<file path="config.mk">
export PLATFORM = sky130hd
export DESIGN_NAME = uart_tx_arbiter
export DESIGN_NICKNAME = d
export VERILOG_FILES = /design/src/rtl/uart_tx_arbiter.sv
export SDC_FILE = /design/constraint.sdc
export NUM_CORES = 1
export LEC_CHECK = 0
export ABC_CLOCK_PERIOD_IN_PS = 1900
export CAP_MARGIN = 10
export CORE_UTILIZATION = 41
export DETAILED_ROUTE_END_ITERATION = 12
export GPL_ROUTABILITY_DRIVEN = 0
export GPL_TIMING_DRIVEN = 0
export PLACE_DENSITY = 0.83
export RECOVER_POWER = 100
export SYNTH_ARGS = -nofsm -noshare
export SYNTH_HDL_FRONTEND = slang
export SYNTH_SLANG_ARGS = --single-unit
</file>
<file path="constraint.sdc">
create_clock -name clk -period 1.9 [get_ports clk]
set_clock_uncertainty 0.1 [all_clocks]
set_input_delay 0.285 -clock clk [delete_from_list [all_inputs] [get_ports clk]]
set_output_delay 0.285 -clock clk [all_outputs]
set_load 0.02 [all_outputs]
</file>
<file path="src/rtl/uart_tx_arbiter.sv">
`default_nettype none
// ============================================================================
// Module   : uart_tx_arbiter
// Purpose  : Shares one UART transmitter between N_REQ byte producers. In IDLE
//            a round-robin arbiter picks a winner and latches its byte. A
//            sequencer then pulses uart_start and follows uart_busy until the
//            frame ends. It reports tx_done on completion, or tx_err if busy
//            never rises.
// Ports    : clk, rst         - clock, synchronous active-high reset
//            req_valid/ready  - per-requester handshake (ready is one-hot)
//            req_data         - requester i byte at [8*i+7:8*i]
//            req_lock         - keep priority after grant (UART_ARB_LOCK_EN)
//            uart_din/start   - byte and one-cycle start pulse to the UART
//            uart_busy        - UART busy indication
//            grant_id         - index of last/current winner
//            active           - high whenever the sequencer is not idle
//            tx_done/tx_err   - one-cycle completion / busy-timeout pulses
// Option   : `define UART_ARB_LOCK_EN adds req_lock (sticky priority)
// Revision : 1.0 - initial release
// ============================================================================
module uart_tx_arbiter #(
    parameter int N_REQ    = 4,
    parameter int ID_W     = 2,
    parameter int WAIT_MAX = 4
) (
    input  logic                 clk,
    input  logic                 rst,
    input  logic [N_REQ-1:0]     req_valid,
    input  logic [8*N_REQ-1:0]   req_data,
`ifdef UART_ARB_LOCK_EN
    input  logic [N_REQ-1:0]     req_lock,
`endif
    output logic [N_REQ-1:0]     req_ready,
    output logic [7:0]           uart_din,
    output logic                 uart_start,
    input  logic                 uart_busy,
    output logic [ID_W-1:0]      grant_id,
    output logic                 active,
    output logic                 tx_done,
    output logic                 tx_err
);

    typedef enum logic [1:0] {
        IDLE      = 2'd0,
        LAUNCH    = 2'd1,
        WAIT_BUSY = 2'd2,
        WAIT_DONE = 2'd3
    } state_t;

    localparam logic [3:0]      c_wait_last = 4'(WAIT_MAX - 1);
    localparam logic [ID_W-1:0] c_last_idx  = ID_W'(N_REQ - 1);

    state_t          state_q, state_d;
    logic [ID_W-1:0] rr_ptr_q, rr_ptr_d;
    logic [ID_W-1:0] grant_q, grant_d;
    logic [7:0]      din_q, din_d;
    logic [3:0]      wcnt_q, wcnt_d;
    logic            w_done, w_err;

    // Arbitration signals
    logic [N_REQ-1:0]            w_upper;
    logic [N_REQ-1:0]            w_pick;
    logic [N_REQ-1:0]            w_onehot;
    logic [ID_W-1:0][N_REQ-1:0]  w_isel;
    logic [7:0][N_REQ-1:0]       w_dsel;
    logic [ID_W-1:0]             w_win_idx;
    logic [7:0]                  w_win_data;
    logic                        w_any;
    logic                        w_lock_win;

    // Round-robin: requesters at or above rr_ptr take precedence; if none of
    // them is valid the scan wraps to the lowest valid index. The lowest set
    // bit of the chosen vector is isolated with x & -x.
    genvar gi, gb;
    generate
        for (gi = 0; gi < N_REQ; gi++) begin : g_upper
            assign w_upper[gi] = req_valid[gi] && (ID_W'(gi) >= rr_ptr_q);
        end
    endgenerate

    assign w_any    = |req_valid;
    assign w_pick   = (|w_upper) ? w_upper : req_valid;
    assign w_onehot = w_pick & (-w_pick);

    // One-hot to index / byte mux built as per-bit OR reductions.
    generate
        for (gb = 0; gb < ID_W; gb++) begin : g_idx_bit
            for (gi = 0; gi < N_REQ; gi++) begin : g_idx_req
                assign w_isel[gb][gi] = w_onehot[gi] & 1'(((gi >> gb) & 1));
            end
            assign w_win_idx[gb] = |w_isel[gb];
        end
        for (gb = 0; gb < 8; gb++) begin : g_dat_bit
            for (gi = 0; gi < N_REQ; gi++) begin : g_dat_req
                assign w_dsel[gb][gi] = w_onehot[gi] & req_data[8*gi + gb];
            end
            assign w_win_data[gb] = |w_dsel[gb];
        end
    endgenerate

`ifdef UART_ARB_LOCK_EN
    assign w_lock_win = |(w_onehot & req_lock);
`else
    assign w_lock_win = 1'b0;
`endif

    always_comb begin
        state_d  = state_q;
        rr_ptr_d = rr_ptr_q;
        grant_d  = grant_q;
        din_d    = din_q;
        wcnt_d   = wcnt_q;
        w_done   = 1'b0;
        w_err    = 1'b0;
        case (state_q)
            IDLE: begin
                if (w_any) begin
                    din_d   = w_win_data;
                    grant_d = w_win_idx;
                    state_d = LAUNCH;
                    if (w_lock_win) begin
                        rr_ptr_d = w_win_idx;
                    end else if (w_win_idx == c_last_idx) begin
                        rr_ptr_d = '0;
                    end else begin
                        rr_ptr_d = w_win_idx + ID_W'(1);
                    end
                end
            end
            LAUNCH: begin
                wcnt_d  = 4'd0;
                state_d = WAIT_BUSY;
            end
            WAIT_BUSY: begin
                if (uart_busy) begin
                    state_d = WAIT_DONE;
                end else if (wcnt_q == c_wait_last) begin
                    w_err   = 1'b1;
                    state_d = IDLE;
                end else begin
                    wcnt_d = wcnt_q + 4'd1;
                end
            end
            WAIT_DONE: begin
                if (!uart_busy) begin
                    w_done  = 1'b1;
                    state_d = IDLE;
                end
            end
            default: state_d = IDLE;
        endcase
    end

    always_ff @(posedge clk) begin
        if (rst) begin
            state_q  <= IDLE;
            rr_ptr_q <= '0;
            grant_q  <= '0;
            din_q    <= 8'h00;
            wcnt_q   <= 4'd0;
        end else begin
            state_q  <= state_d;
            rr_ptr_q <= rr_ptr_d;
            grant_q  <= grant_d;
            din_q    <= din_d;
            wcnt_q   <= wcnt_d;
        end
    end

    // Pulses are masked during reset so an abandoned transfer reports nothing.
    assign req_ready  = (state_q == IDLE && !rst) ? w_onehot : '0;
    assign uart_start = (state_q == LAUNCH) && !rst;
    assign tx_done    = w_done && !rst;
    assign tx_err     = w_err && !rst;
    assign uart_din   = din_q;
    assign grant_id   = grant_q;
    assign active     = (state_q != IDLE);

endmodule
`default_nettype wire
</file>
Yosys cells after proc, flatten, opt, wreduce, memory -nomap -nowiden
Cells that the tools add are included.
{"block": "totals", "regBits": 18, "out_inout_bits": 18, "wordCells": 98}
{"block": "op_classes", "eq_ne": 10, "bitwise_logic": 33, "n_addsub": 3, "muxes": 16, "magnitude_cmp": 4, "reduce_logical": 27}
{"cell": "4-bit OR reduction", "count": 10}
{"cell": "1-bit AND", "count": 32}
{"cell": "4-bit two-way mux", "count": 4}
{"cell": "2-bit two-way mux", "count": 5}
{"cell": "1-bit logical AND", "count": 8}
{"cell": "2-bit inequality test, second input constant", "count": 4}
{"cell": "2-bit one-hot mux with 4 select lines", "count": 1}
{"cell": "4-bit one-hot mux with 2 select lines", "count": 1}
{"cell": "2-bit == test, second input constant", "count": 3}
{"cell": "3-bit AND reduction", "count": 2}
{"cell": "1-bit two-way mux", "count": 5}
{"cell": "4-bit by 1-bit adder with 4-bit output, second input constant", "count": 1}
{"cell": "4-bit AND", "count": 1}
{"cell": "4-bit by 2-bit == test with 1-bit output, second input constant", "count": 1}
{"cell": "1-bit by 2-bit greater-or-equal comparator with 1-bit output, first input constant", "count": 2}
{"cell": "2-bit greater-or-equal comparator, first input constant", "count": 2}
{"cell": "4-bit negator", "count": 1}
{"cell": "2-bit nonzero test", "count": 2}
{"cell": "2-bit OR reduction", "count": 2}
{"cell": "3-bit inequality test, second input constant", "count": 1}
{"cell": "2-bit by 1-bit adder with 2-bit output, second input constant", "count": 1}
{"cell": "2-bit by 1-bit == test with 1-bit output, second input constant", "count": 1}
{"cell": "2-bit logical NOT", "count": 1}
{"cell": "2-bit AND reduction", "count": 1}
{"cell": "1-bit logical NOT", "count": 1}

Logic depth before layout (Yosys ltp)
{"block": "depth", "word_depth": 9, "mapped_depth": 6}

Worst setup path after synthesis
No wires, ideal clock.
{"block": "synth_timing", "path_type": "register to output", "startpoint": "reg wcnt_q[0]", "endpoint": "out tx_err", "stages_incl_launch_ff": 4, "t_required_ns": 1.515, "path_slack_ns": -0.099, "arrival_time_ns": 1.614, "path_cell_list": "dfxtp_1 ha_1 or3b_2 nor4_1"}
{"block": "synth_via", "elab_chain_len": 5}
{"element": "from (decl)", "line": "57", "text": "logic [3:0] wcnt_q, wcnt_d;"}
{"element": "from (signal assigned)", "line": "166", "text": "wcnt_q <= wcnt_d;"}
{"element": "4-bit by 2-bit == test with 1-bit output", "line": "137", "text": "end else if (wcnt_q == c_wait_last) begin"}
{"element": "1-bit two-way mux", "line": "137"}
{"element": "1-bit two-way mux", "line": "135", "text": "if (uart_busy) begin"}
{"element": "1-bit two-way mux", "line": "115", "text": "case (state_q)"}
{"element": "1-bit logical AND", "line": "174", "text": "assign tx_err = w_err && !rst;"}
{"element": "to (decl)", "line": "40", "text": "output logic tx_err"}
No other way between the ends.

Worst setup path after layout
Same ends and word-level chain as after synthesis.

==> results.py <==
metrics = {
    "outcome": {
        "status": "complete, no violations",
    },
    "clock_network": {
        "cts_max_level": 1,
        "ctsRootBufferMaster": "clkbuf_4",
        "cts_tree": "built",
        "path_clk_slew_ps": 100,
        "clk_latency_ps": 300,
        "cts.sink_count": 18,
        "holdBufCountCts": 0,
        "numCtsBuffers": 3,
        "cts_buffer_depth": 2,
    },
    "logic_synthesis": {
        "netlist.area_leader.share_pct": 29.4,
        "synth_top_family_by_area": "compound AO/OA/AOI/OAI gates",
        "synth-compound-area-share_pct": 37.3,
        "ys_warn_count": 0,
        "synth_xor_area_share_pct": 1.43,
        "synth_top_flop_cell": "dfxtp_1",
        "synthMuxAreaShare_pct": 0.920,
        "synth.avg_cell_area_sq_um": 8.05,
        "synthSimpleGateAreaFrac_pct": 22.5,
        "yosysTopAreaCell": "dfxtp_1",
        "synth_area_leaders": "dfxtp_1 (29%), a311oi_1 (14%), nor2_1 (6.4%), o211ai_1 (5.5%), a211oi_1 (4.9%)",
        "ys_async_sr_fraction_pct": 0,
        "synth_cell_types": 39,
        "synth_fa_ha_area_share_pct": 1.02,
        "synth_seq_area_share_pct": 29.4,
        "syn-cell-area_sq_um": 1220,
        "synth_nets": 192,
        "ys_ff_latch": 18,
        "synth_edf_count": 0,
        "syn_inst": 152,
        "yosysMostFrequentCell": "nor2_1",
        "synth_common_cells": "nor2_1 (21), a311oi_1 (20), dfxtp_1 (18)",
    },
    "timing": {
        "period_needed_ps": 1900,
        "period_share_pct": 99.8,
        "hold_viol_final": 0,
        "setup_viol": 0,
        "slew-limit-headroom_pct": 68.2,
        "max_clock_freq_mhz": 527,
        "rsz0062_at_grt": "true",
        "holdWs_ps": 410,
        "tightest_slew_ps": 477,
        "maxSlewViolCount": 0,
    },
    "finish": {
        "final_layout_size_suffix_gt1_share_pct": 23.6,
        "final_core_util_pct": 71.3,
        "n_antenna_cell": 0,
        "syn2layout_area_growth_pct": 62.2,
        "fin_nets": 262,
        "n_fill_cell": 215,
        "fin_area_sq_um": 1980,
        "multiInputGateArea_sq_um": 841,
        "seq_area_sq_um": 370,
    },
    "critical_path": {
        "start_kind": "flip-flop",
        "reg2regPathDepth": 6,
        "reg2reg_from": "rr_ptr_q[1]",
        "r2r_end": "uart_din[4]",
        "r2r_setup_slack_ps": 140,
        "worstPathArrival_ps": 1510,
        "critical_path_class": "flip-flop to primary output",
        "crit_required_ps": 1510,
        "cp-end-kind": "primary output",
        "crit_fanout": 2,
    },
    "drt": {
        "routed-via-count": 1569,
        "wl_um": 4250,
        "post_drt_wl_per_cell_um": 16.9,
        "routed.top_layer": "met4",
        "drc": 0,
        "drt_iter0_drc": 81,
        "met1_length_um": 1680,
        "via_per_inst": 6.25,
        "wl_met2_um": 2240,
        "ant_nets": 0,
        "dr_wl_met3_um": 243,
        "dr.pass1.iters": 4,
    },
    "floorplan": {
        "rows": 19,
        "die-area_sq_um": 3210,
        "core-area_sq_um": 2780,
        "start_util_pct": 44.0,
        "io_pins": 57,
        "die_h_um": 56.6,
        "die_w_um": 56.6,
    },
    "placement": {
        "post_dp_cell_area_sq_um": 1830,
        "io_buffers": 56,
        "dpl.hpwl_um": 3040,
    },
    "grt": {
        "grt_max_degree": 11,
        "grt_usage_pct": 25.7,
        "grt_pass1_vias": 1437,
        "grt-ovfl-total": 0,
        "grt_antenna_before_repair": 0,
        "grt_pass1_wl_um": 6460,
    },
    "power": {
        "vdd_ir_drop_max_v": 0.000539,
        "leakagePower_nw": 0.749,
        "power_density_nw_per_um2": 712,
    },
    "min_path": {
        "hold_depth": 2,
        "holdPathEnd": "uart_din[5]",
        "hold_class": "flip-flop to flip-flop",
        "min_from": "uart_din[5]",
    },
    "job": {
        "cap_violations": 0,
    },
}
## flip-flops by register name (all words and copies together), names as in the netlist
| name | count |
|---|---|
| uart_din | 8 |
| rr_ptr_q | 2 |
| state_q | 2 |
| grant_id | 2 |
| wcnt_q | 4 |
## area by class of cell
type	count	area share, %
Multi-Input combinational cell	119	42.4
Timing Repair Buffer	66	30.3
Sequential cell	18	18.7
Buffer	11	4.67
Tap cell	31	1.95
Clock buffer	3	1.13
Inverter	3	0.946
## what timing repair did
action	CTS	global route
pin swaps	5	1
setup endpoints to repair	8	6
buffers inserted	7	3
resized for setup	48	18
## layout by cell type, fill, tap and decap left out, types with 2 or more instances in the layout
cell type	instances
clkdlybuf4s50_1	43
clkbuf_4	3
buf_6	4
clkbuf_2	3
dfxtp_1	12
a21o_1	2
xor2_1	2
a21oi_1	3
nand2_1	14
o21a_1	4
o211ai_1	9
dfxtp_2	5
nand3_1	11
a211oi_1	8
buf_2	4
dlygate4sd2_1	6
nor2_2	2
nor2b_1	2
nor3_1	2
a21oi_2	2
nor2_1	19
a311oi_1	20
o21ai_4	2
buf_4	15
## worst max-delay path by stage
stage | from | depth (start not counted) | slack [ps] | endpoint
detailed placement | req_valid[3] | 7 | -770 | req_ready[2]
CTS | rr_ptr_q[0] | 6 | -30 | req_ready[2]
finish | wcnt_q[0] | 4 | 3 | tx_err
global placement | req_valid[3] | 7 | -730 | req_ready[2]
floorplan | wcnt_q[0] | 3 | 130 | tx_err
global route | wcnt_q[0] | 4 | -50 | tx_err
## worst max-delay path, cell delays in order (launching register included)
cell and delay, ps:
dfxtp_4 380, ha_4 130, or3b_4 390, nor4_4 140
buf_4 180
## logic make-up (layout without fill, tap and decap cells)
group	Yosys count	count (layout)
fa+ha+maj	1	1
xor+xnor	2	2
buf+inv	15	83
flops	18	18
mux	1	1
simple gates	59	59
compound gates	56	56
## metal layers
layer | GRT usage, % | vias up
li1 | - | 733
met1 | 31.1 | 740
met2 | 45.2 | 83
met3 | 2.76 | 13
met4 | 11.8 | 0
met5 | 0 | -
## per-stage QoR
step	instances	worst slack, ps	TNS (ps)	power (W)
after floorplan	152	130	0	0.000858
after global placement	239	-727	-4650	0.00111
after detailed placement	239	-775	-5520	0.00113
after CTS	248	-29.7	-55.9	0.00137
after global routing	251	-51.0	-70.6	0.00148
final	251	3.11	0	0.00141
## power breakdown
part	internal, W	switching [W]	total [W]	leakage (nW)
Clock	0.0000740	0.000123	0.000197	0.0138
Sequential	0.000433	0.0000390	0.000472	0.151
Combinational	0.000352	0.000392	0.000744	0.584
Total	0.000859	0.000554	0.00141	0.749
(Power assumes the default switching activity.)
